--- config.mk ---
export PLATFORM = sky130hd
export DESIGN_NAME = bin_window_buffer_flat
export DESIGN_NICKNAME = d
export VERILOG_FILES = /design/src/rtl/bin_window_buffer_pkg.sv /design/src/rtl/bin_window_buffer_if.sv /design/src/rtl/bin_window_buffer_line_ram.sv /design/src/rtl/bin_window_buffer.sv /design/src/flat_wrapper.sv
export SDC_FILE = /design/constraint.sdc
export NUM_CORES = 2
export LEC_CHECK = 0
export ABC_AREA = 1
export ABC_CLOCK_PERIOD_IN_PS = 42800
export CAP_MARGIN = 20
export CORE_UTILIZATION = 35
export DETAILED_ROUTE_END_ITERATION = 12
export HOLD_SLACK_MARGIN = 0.02
export MAX_ROUTING_LAYER = met4
export SLEW_MARGIN = 0
export SYNTH_ARGS = -nofsm -noshare
export SYNTH_HDL_FRONTEND = slang
export SYNTH_SLANG_ARGS = --single-unit
--- constraint.sdc ---
create_clock -name bit_clk -period 42.8 [get_ports bit_clk]
set_input_delay 8.56 -clock bit_clk [delete_from_list [all_inputs] [get_ports bit_clk]]
set_output_delay 8.56 -clock bit_clk [all_outputs]
set_load 0.02 [all_outputs]
--- src/rtl/bin_window_buffer_pkg.sv ---
// rtl/bin_window_buffer_pkg.sv - luma weights and bank-index helper for bin_window_buffer
package bin_window_pkg;

  localparam int LUMA_WR    = 9;
  localparam int LUMA_WG    = 19;
  localparam int LUMA_WB    = 4;
  localparam int LUMA_SHIFT = 5;
  localparam int THRESH_W   = 8;

  // Each weighted term is truncated before summing; the worst-case sum is 253, so 8 bits never overflow.
  function automatic logic [THRESH_W-1:0] luma(input logic [23:0] rgb);
    logic [12:0] r;
    logic [12:0] g;
    logic [12:0] b;
    logic [9:0]  sum;
    r   = 13'(rgb[23:16]) * 13'(LUMA_WR);
    g   = 13'(rgb[15:8])  * 13'(LUMA_WG);
    b   = 13'(rgb[7:0])   * 13'(LUMA_WB);
    sum = 10'(r >> LUMA_SHIFT) + 10'(g >> LUMA_SHIFT) + 10'(b >> LUMA_SHIFT);
    return sum[THRESH_W-1:0];
  endfunction

  // Bank holding tap k when bank sel is being written: (sel + 1 + k) mod nbuf.
  function automatic int bank_idx(input int sel, input int k, input int nbuf);
    int i;
    i = sel + 1 + k;
    if (i >= nbuf) i = i - nbuf;
    return i;
  endfunction

endpackage

--- src/rtl/bin_window_buffer_if.sv ---
// rtl/bin_window_buffer_if.sv - pixel-in / tap-column-out bundle; vote signals exist only with BIN_WINDOW_VOTE_EN
interface bin_window_buffer_if #(
  parameter int NUM_TAPS = 3,
  parameter int X_W      = 10
);

  logic [23:0]         pixel;
  logic                h_sync;
  logic                v_sync;
  logic [X_W-1:0]      x_cont;
  logic [7:0]          thresh;
  logic [NUM_TAPS-1:0] taps;
  logic                tap_valid;
  logic [X_W-1:0]      tap_x;
`ifdef BIN_WINDOW_VOTE_EN
  logic                vote;
  logic                vote_valid;

  modport master (output pixel, h_sync, v_sync, x_cont, thresh,
                  input  taps, tap_valid, tap_x, vote, vote_valid);
  modport slave  (input  pixel, h_sync, v_sync, x_cont, thresh,
                  output taps, tap_valid, tap_x, vote, vote_valid);
`else
  modport master (output pixel, h_sync, v_sync, x_cont, thresh,
                  input  taps, tap_valid, tap_x);
  modport slave  (input  pixel, h_sync, v_sync, x_cont, thresh,
                  output taps, tap_valid, tap_x);
`endif

endinterface

--- src/rtl/bin_window_buffer_line_ram.sv ---
// rtl/bin_window_buffer_line_ram.sv - 1-bit simple dual-port line RAM with registered read
module bin_line_ram #(
  parameter int DEPTH = 640,
  parameter int AW    = 10
) (
  input  logic          clk,
  input  logic          wren,
  input  logic [AW-1:0] wraddress,
  input  logic          data,
  input  logic [AW-1:0] rdaddress,
  output logic          q
);

  localparam int           IW      = $clog2(DEPTH);
  localparam logic [AW:0]  DEPTH_C = (AW+1)'(DEPTH);

  logic mem [DEPTH];

  // Addresses past the line end are ignored on write and read back as 0.
  always_ff @(posedge clk) begin
    if (wren && ({1'b0, wraddress} < DEPTH_C)) mem[wraddress[IW-1:0]] <= data;
    q <= ({1'b0, rdaddress} < DEPTH_C) ? mem[rdaddress[IW-1:0]] : 1'b0;
  end

endmodule

--- src/rtl/bin_window_buffer.sv ---
// rtl/bin_window_buffer.sv - binarising rotating line buffer with NUM_TAPS column output; BIN_WINDOW_VOTE_EN adds a majority vote
module bin_window_buffer
  import bin_window_pkg::*;
#(
  parameter int NUM_TAPS = 3,
  parameter int LINE_W   = 640,
  parameter int X_W      = 10
) (
  input logic                bit_clk,
  input logic                reset_n,
  bin_window_buffer_if.slave bus
);

  localparam int                NUM_BUF  = NUM_TAPS + 1;
  localparam int                SEL_W    = $clog2(NUM_BUF);
  localparam logic [X_W:0]      LINE_END = (X_W+1)'(LINE_W);
  localparam logic [SEL_W-1:0]  LAST_SEL = SEL_W'(NUM_BUF - 1);
  localparam logic [SEL_W-1:0]  FULL_CNT = SEL_W'(NUM_TAPS);

  logic [23:0]         pixel_d1;
  logic                h_sync_d1;
  logic                v_sync_d1;
  logic [X_W-1:0]      x_d1;
  logic [7:0]          thresh_d1;

  logic                white_d2;
  logic                wren_d2;
  logic                h_sync_d2;
  logic                v_sync_d2;
  logic                in_range_d2;
  logic [X_W-1:0]      x_d2;
  logic [SEL_W-1:0]    wr_sel_rd;

  logic [SEL_W-1:0]    wr_sel;
  logic [SEL_W-1:0]    fill_cnt;
  logic [NUM_BUF-1:0]  rd_q;

  logic [NUM_TAPS-1:0] taps_q;
  logic                tap_valid_q;
  logic [X_W-1:0]      tap_x_q;

  logic                white;
  logic                in_range_d1;
  logic                h_fall;
  logic                v_rise;
  logic [NUM_TAPS-1:0] taps_c;
  logic                tap_valid_c;

  assign white       = luma(pixel_d1) > thresh_d1;
  assign in_range_d1 = {1'b0, x_d1} < LINE_END;
  assign h_fall      = h_sync_d2 & ~h_sync_d1;
  assign v_rise      = v_sync_d1 & ~v_sync_d2;

  always_ff @(posedge bit_clk or negedge reset_n) begin
    if (!reset_n) begin
      pixel_d1  <= '0;
      h_sync_d1 <= 1'b0;
      v_sync_d1 <= 1'b0;
      x_d1      <= '0;
      thresh_d1 <= '0;
    end else begin
      pixel_d1  <= bus.pixel;
      h_sync_d1 <= bus.h_sync;
      v_sync_d1 <= bus.v_sync;
      x_d1      <= bus.x_cont;
      thresh_d1 <= bus.thresh;
    end
  end

  always_ff @(posedge bit_clk or negedge reset_n) begin
    if (!reset_n) begin
      white_d2    <= 1'b0;
      wren_d2     <= 1'b0;
      h_sync_d2   <= 1'b0;
      v_sync_d2   <= 1'b0;
      in_range_d2 <= 1'b0;
      x_d2        <= '0;
      wr_sel_rd   <= '0;
    end else begin
      white_d2    <= white;
      wren_d2     <= h_sync_d1 & in_range_d1;
      h_sync_d2   <= h_sync_d1;
      v_sync_d2   <= v_sync_d1;
      in_range_d2 <= in_range_d1;
      x_d2        <= x_d1;
      wr_sel_rd   <= wr_sel;
    end
  end

  // A frame start overrides a line advance landing on the same cycle.
  always_ff @(posedge bit_clk or negedge reset_n) begin
    if (!reset_n) begin
      wr_sel   <= '0;
      fill_cnt <= '0;
    end else if (v_rise) begin
      wr_sel   <= '0;
      fill_cnt <= '0;
    end else if (h_fall) begin
      wr_sel <= (wr_sel == LAST_SEL) ? '0 : wr_sel + 1'b1;
      if (fill_cnt != FULL_CNT) fill_cnt <= fill_cnt + 1'b1;
    end
  end

  for (genvar b = 0; b < NUM_BUF; b++) begin : g_bank
    bin_line_ram #(
      .DEPTH (LINE_W),
      .AW    (X_W)
    ) u_ram (
      .clk       (bit_clk),
      .wren      (wren_d2 && (wr_sel == SEL_W'(b))),
      .wraddress (x_d2),
      .data      (white_d2),
      .rdaddress (x_d1),
      .q         (rd_q[b])
    );
  end

  always_comb begin
    taps_c = '0;
    for (int k = 0; k < NUM_TAPS; k++) begin
      taps_c[k] = rd_q[SEL_W'(bank_idx(int'(wr_sel_rd), k, NUM_BUF))];
    end
  end

  assign tap_valid_c = h_sync_d2 & in_range_d2 & (fill_cnt == FULL_CNT);

  always_ff @(posedge bit_clk or negedge reset_n) begin
    if (!reset_n) begin
      taps_q      <= '0;
      tap_valid_q <= 1'b0;
      tap_x_q     <= '0;
    end else begin
      taps_q      <= tap_valid_c ? taps_c : '0;
      tap_valid_q <= tap_valid_c;
      tap_x_q     <= x_d2;
    end
  end

  assign bus.taps      = taps_q;
  assign bus.tap_valid = tap_valid_q;
  assign bus.tap_x     = tap_x_q;

`ifdef BIN_WINDOW_VOTE_EN
  logic [SEL_W-1:0] ones;
  logic             vote_q;
  logic             vote_valid_q;

  always_comb begin
    ones = '0;
    for (int k = 0; k < NUM_TAPS; k++) ones = ones + SEL_W'(taps_q[k]);
  end

  always_ff @(posedge bit_clk or negedge reset_n) begin
    if (!reset_n) begin
      vote_q       <= 1'b0;
      vote_valid_q <= 1'b0;
    end else begin
      vote_q       <= ones > SEL_W'(NUM_TAPS / 2);
      vote_valid_q <= tap_valid_q;
    end
  end

  assign bus.vote       = vote_q;
  assign bus.vote_valid = vote_valid_q;
`endif

endmodule

--- src/flat_wrapper.sv ---
// flat-port wrapper written by rule: the top's interface ports become plain ports
module bin_window_buffer_flat import bin_window_pkg::*;
#(
  parameter int NUM_TAPS = 3,
  parameter int LINE_W   = 640,
  parameter int X_W      = 10
)
  (bit_clk, reset_n, bus_pixel, bus_h_sync, bus_v_sync, bus_x_cont, bus_thresh, bus_taps, bus_tap_valid, bus_tap_x);
  bin_window_buffer_if #(.NUM_TAPS(NUM_TAPS), .X_W(X_W)) bus_i ();
  input logic bit_clk;
  input logic reset_n;
  input wire logic [$bits(bus_i.pixel)-1:0] bus_pixel;
  input wire logic [$bits(bus_i.h_sync)-1:0] bus_h_sync;
  input wire logic [$bits(bus_i.v_sync)-1:0] bus_v_sync;
  input wire logic [$bits(bus_i.x_cont)-1:0] bus_x_cont;
  input wire logic [$bits(bus_i.thresh)-1:0] bus_thresh;
  output wire logic [$bits(bus_i.taps)-1:0] bus_taps;
  output wire logic [$bits(bus_i.tap_valid)-1:0] bus_tap_valid;
  output wire logic [$bits(bus_i.tap_x)-1:0] bus_tap_x;
  assign bus_i.pixel = bus_pixel;
  assign bus_i.h_sync = bus_h_sync;
  assign bus_i.v_sync = bus_v_sync;
  assign bus_i.x_cont = bus_x_cont;
  assign bus_i.thresh = bus_thresh;
  assign bus_taps = bus_i.taps;
  assign bus_tap_valid = bus_i.tap_valid;
  assign bus_tap_x = bus_i.tap_x;
  bin_window_buffer #(.NUM_TAPS(NUM_TAPS), .LINE_W(LINE_W), .X_W(X_W)) u_core (.bit_clk(bit_clk), .reset_n(reset_n), .bus(bus_i));
endmodule
==> run_results.csv <==
group,metric,value,unit
outcome,outcome,"complete, no violations",
power,fin_total_pwr,6.34,mW
clock_tree,cts.clk_slew.worst_paths,60,ps
timing,finalHoldViolations,0,
global_routing,grt_pass1_vias,82300,
clock_tree,clockRootBuffer,"clkbuf_16",
setup_path,worstRegToRegCells,17,
timing,fin_crit,10400,ps
timing,tns,0,ps
setup_path,crit_slowest_cell,"clkdlybuf4s50_1",
setup_path,cp_max_fo,1,
synth,yosys_warnings,0,
timing,max_freq,96.1,MHz
setup_path,max_stage_delay,600,ps
power,ir_drop,65.9,µV
route,drt_iter0_markers,9672,
synth,ys_seq_area_frac,0.662,
global_routing,grt_max_degree,301,
min_path,hold_end,"u_core.v_sync_d2",
setup_path,crit_path_start_kind,"flop",
floorplanning,core-area,338000,µm²
route,antenna_left,0,
clock_tree,cts_setup_buffers,0,
clock_tree,cts_tree,"done",
place,place_hpwl,188000,µm
floorplanning,die_y,586,µm
timing,worstMarginPinSlew,1400,ps
timing,rsz0062_at_grt,"no",
clock_tree,cts.htree.levels,5,
power,power_leakage,42.2,nW
setup_path,cp-end-kind,"primary output",
clock_tree,numClockSinks,2640,
place,port_buffers,56,
route,viasPerCell,5.26,
route,remaining_drc_errors,0,
synth,synth_seq_cells,2640,
synth,syn_avg_cell_area,9.82,µm²
clock_tree,cts_hold_buf,0,
floorplanning,rows,213,
clock_tree,clockBufferDepth,4,
setup_path,cp_data_arrival_time,1840,ps
setup_path,reg2reg_to,"u_core.g_bank[0].u_ram.q",
clock_tree,cts_resized,0,
setup_path,cp_num_buf_inv,1,
global_routing,grt.total_usage,0.201,
synth,synth_edf_count,2560,
power,powerDensity,48.0,nW/µm²
min_path,hp-class,"reg2reg",
synth,synth-main-ff-cell,"edfxtp_1",
clock_tree,clk_latency,920,ps
timing,finClkSkew,83.8,ps
timing,finalCritPeriodShare,0.243,
global_routing,grt_first_pass_wirelength,513000,µm
route,first_pass_iters,6,
min_path,min_from,"u_core.v_sync_d1",
final_layout,syn_to_final_growth,10.9,%
setup_path,rr_startpoint,"u_core.x_d1[0]",
timing,whs,376,ps
final_layout,final-instance-count-excl-fill,16400,
setup_path,cp_top_family,"buffers and inverters",
route,num_vias,86400,
synth,synth_cell_types,31,
final_layout,final_nets,11800,
timing,slew_violations,0,
setup_path,cp.required,34240,ps
min_path,holdPathStages,0,
route,wl,343000,µm
floorplanning,initial_core_util,0.353,
timing,max-slew-margin-rel,0.0636,
place,gp_congestion,0.861,
floorplanning,dieArea,343000,µm²
global_routing,overflow,0,
route,avgRoutedWirePerCell,20.9,µm
setup_path,reg2reg_slack,36870,ps
synth,synth_area,119000,µm²
setup_path,critPathKind,"reg2out",
global_routing,antenna_found_initial,20,
final_layout,drive_gt1_frac,0.0518,
clock_tree,cts_buffers,291,
setup_path,crit_chain,"clkdlybuf4s50_1",
timing,finalSetupViolCount,0,
place,dp.cells,15900,
floorplanning,top_level_ports,60,
flow_run,drv_cap,0,
floorplanning,die_x,586,µm
synth,async_flop_share,0.0288,
synth,syn_nets,12200,
synth,synthCells,12100,
final_layout,fillers,33100,
-- where the power goes --
part | total [mW] | switching, mW | internal (mW)
clock | 2.43 | 1.04 | 1.39
sequential | 3.21 | 0.0138 | 3.19
combinational | 0.706 | 0.582 | 0.124
total | 6.34 | 1.63 | 4.71
-- layer usage --
layer	global-route usage	wire, µm	part of all wire
met1	0.256	140000	0.41
met2	0.326	163000	0.47
met3	0.0284	26200	0.076
met4	0.0767	13900	0.041
met5	-	0	0
-- how the worst max path moves through the flow --
stage | start | endpoint | cells after the start
floorplan | u_core.white_d2 | u_core.g_bank[0].u_ram.mem[0] | 0
global placement | reset_n | u_core.x_d1[3] | 2
detailed placement | reset_n | u_core.x_d1[2] | 2
CTS | u_core.bus.tap_x[2] | bus_tap_x[2] | 1
global route | u_core.bus.tap_x[2] | bus_tap_x[2] | 1
finish | u_core.bus.tap_x[2] | bus_tap_x[2] | 1
-- Yosys cell counts (2+ instances only) --
cell      number  share of area
buf_6         18         0.0017
xnor2_1        4        0.00029
o21ai_0      252          0.011
buf_4         37         0.0023
buf_2        232         0.0097
o22ai_1      124         0.0065
inv_2          3       0.000094
fa_1          10         0.0017
ha_1          47         0.0049
dfxtp_1        4        0.00067
nor2_1      2880          0.091
clkbuf_1     579          0.018
inv_1         83         0.0026
buf_1        101         0.0032
o21ai_1       16        0.00067
o211ai_1       2        0.00013
a21oi_1       28         0.0012
nand3_1     2183          0.092
dfrtp_1       76          0.016
xor2_1        15         0.0011
nand2_1     2875          0.091
edfxtp_1    2560           0.64
-- layout by cell type (no fill, tap or decap), drive strengths merged, types with 7 or more instances in the layout --
master            n
dfrtp            76
fa               10
nor2           2880
o22ai           124
buf             161
a21oi            28
inv             104
edfxtp         2560
bufinv           17
clkbuf          372
o21ai           268
xor2             15
diode             7
nand2          2875
clkinv          109
nand3          2183
clkdlybuf4s50    55
ha               47
-- logic make-up after synthesis --
kind of cell | share of synthesized area
AO/OA/AOI/OAI | 0.0193
flip-flops | 0.662
AND/OR/NAND/NOR | 0.273
XOR/XNOR | 0.00140
adder cells (fa/ha/maj) | 0.00661
buffers and inverters | 0.0381
-- flip-flops by register name, indices dropped and copies added, names as in the netlist, 3 cells and up --
name                     cells
u_core.bus.taps              3
u_core.x_d1                 10
u_core.x_d2                 10
u_core.pixel_d1             21
u_core.g_bank.u_ram.q        4
u_core.g_bank.u_ram.mem   2560
u_core.bus.tap_x            10
u_core.thresh_d1             8
-- final cells by class --
| class | count | area [µm²] | share of cell area |
|---|---|---|---|
| antenna | 7 | 17.5 | 0.000133 |
| clock buffer | 372 | 7820 | 0.0592 |
| clock inverter | 143 | 1210 | 0.00915 |
| inverter | 88 | 372 | 0.00281 |
| multi-input combinational | 8442 | 36200 | 0.274 |
| sequential | 2640 | 78900 | 0.597 |
| tap | 4515 | 5650 | 0.0428 |
| timing repair buffer | 216 | 2010 | 0.0152 |
-- per-stage QoR --
stage	worst slack, ps	cell area (µm²)	util
after floorplan	7490	119000	-
after global placement	32820	123000	0.364
after detailed placement	32800	123000	0.364
after CTS	32330	132000	0.391
after global routing	32340	132000	0.391
final	32400	132000	0.391
Note: power is estimated with default switching activity, not from simulation.
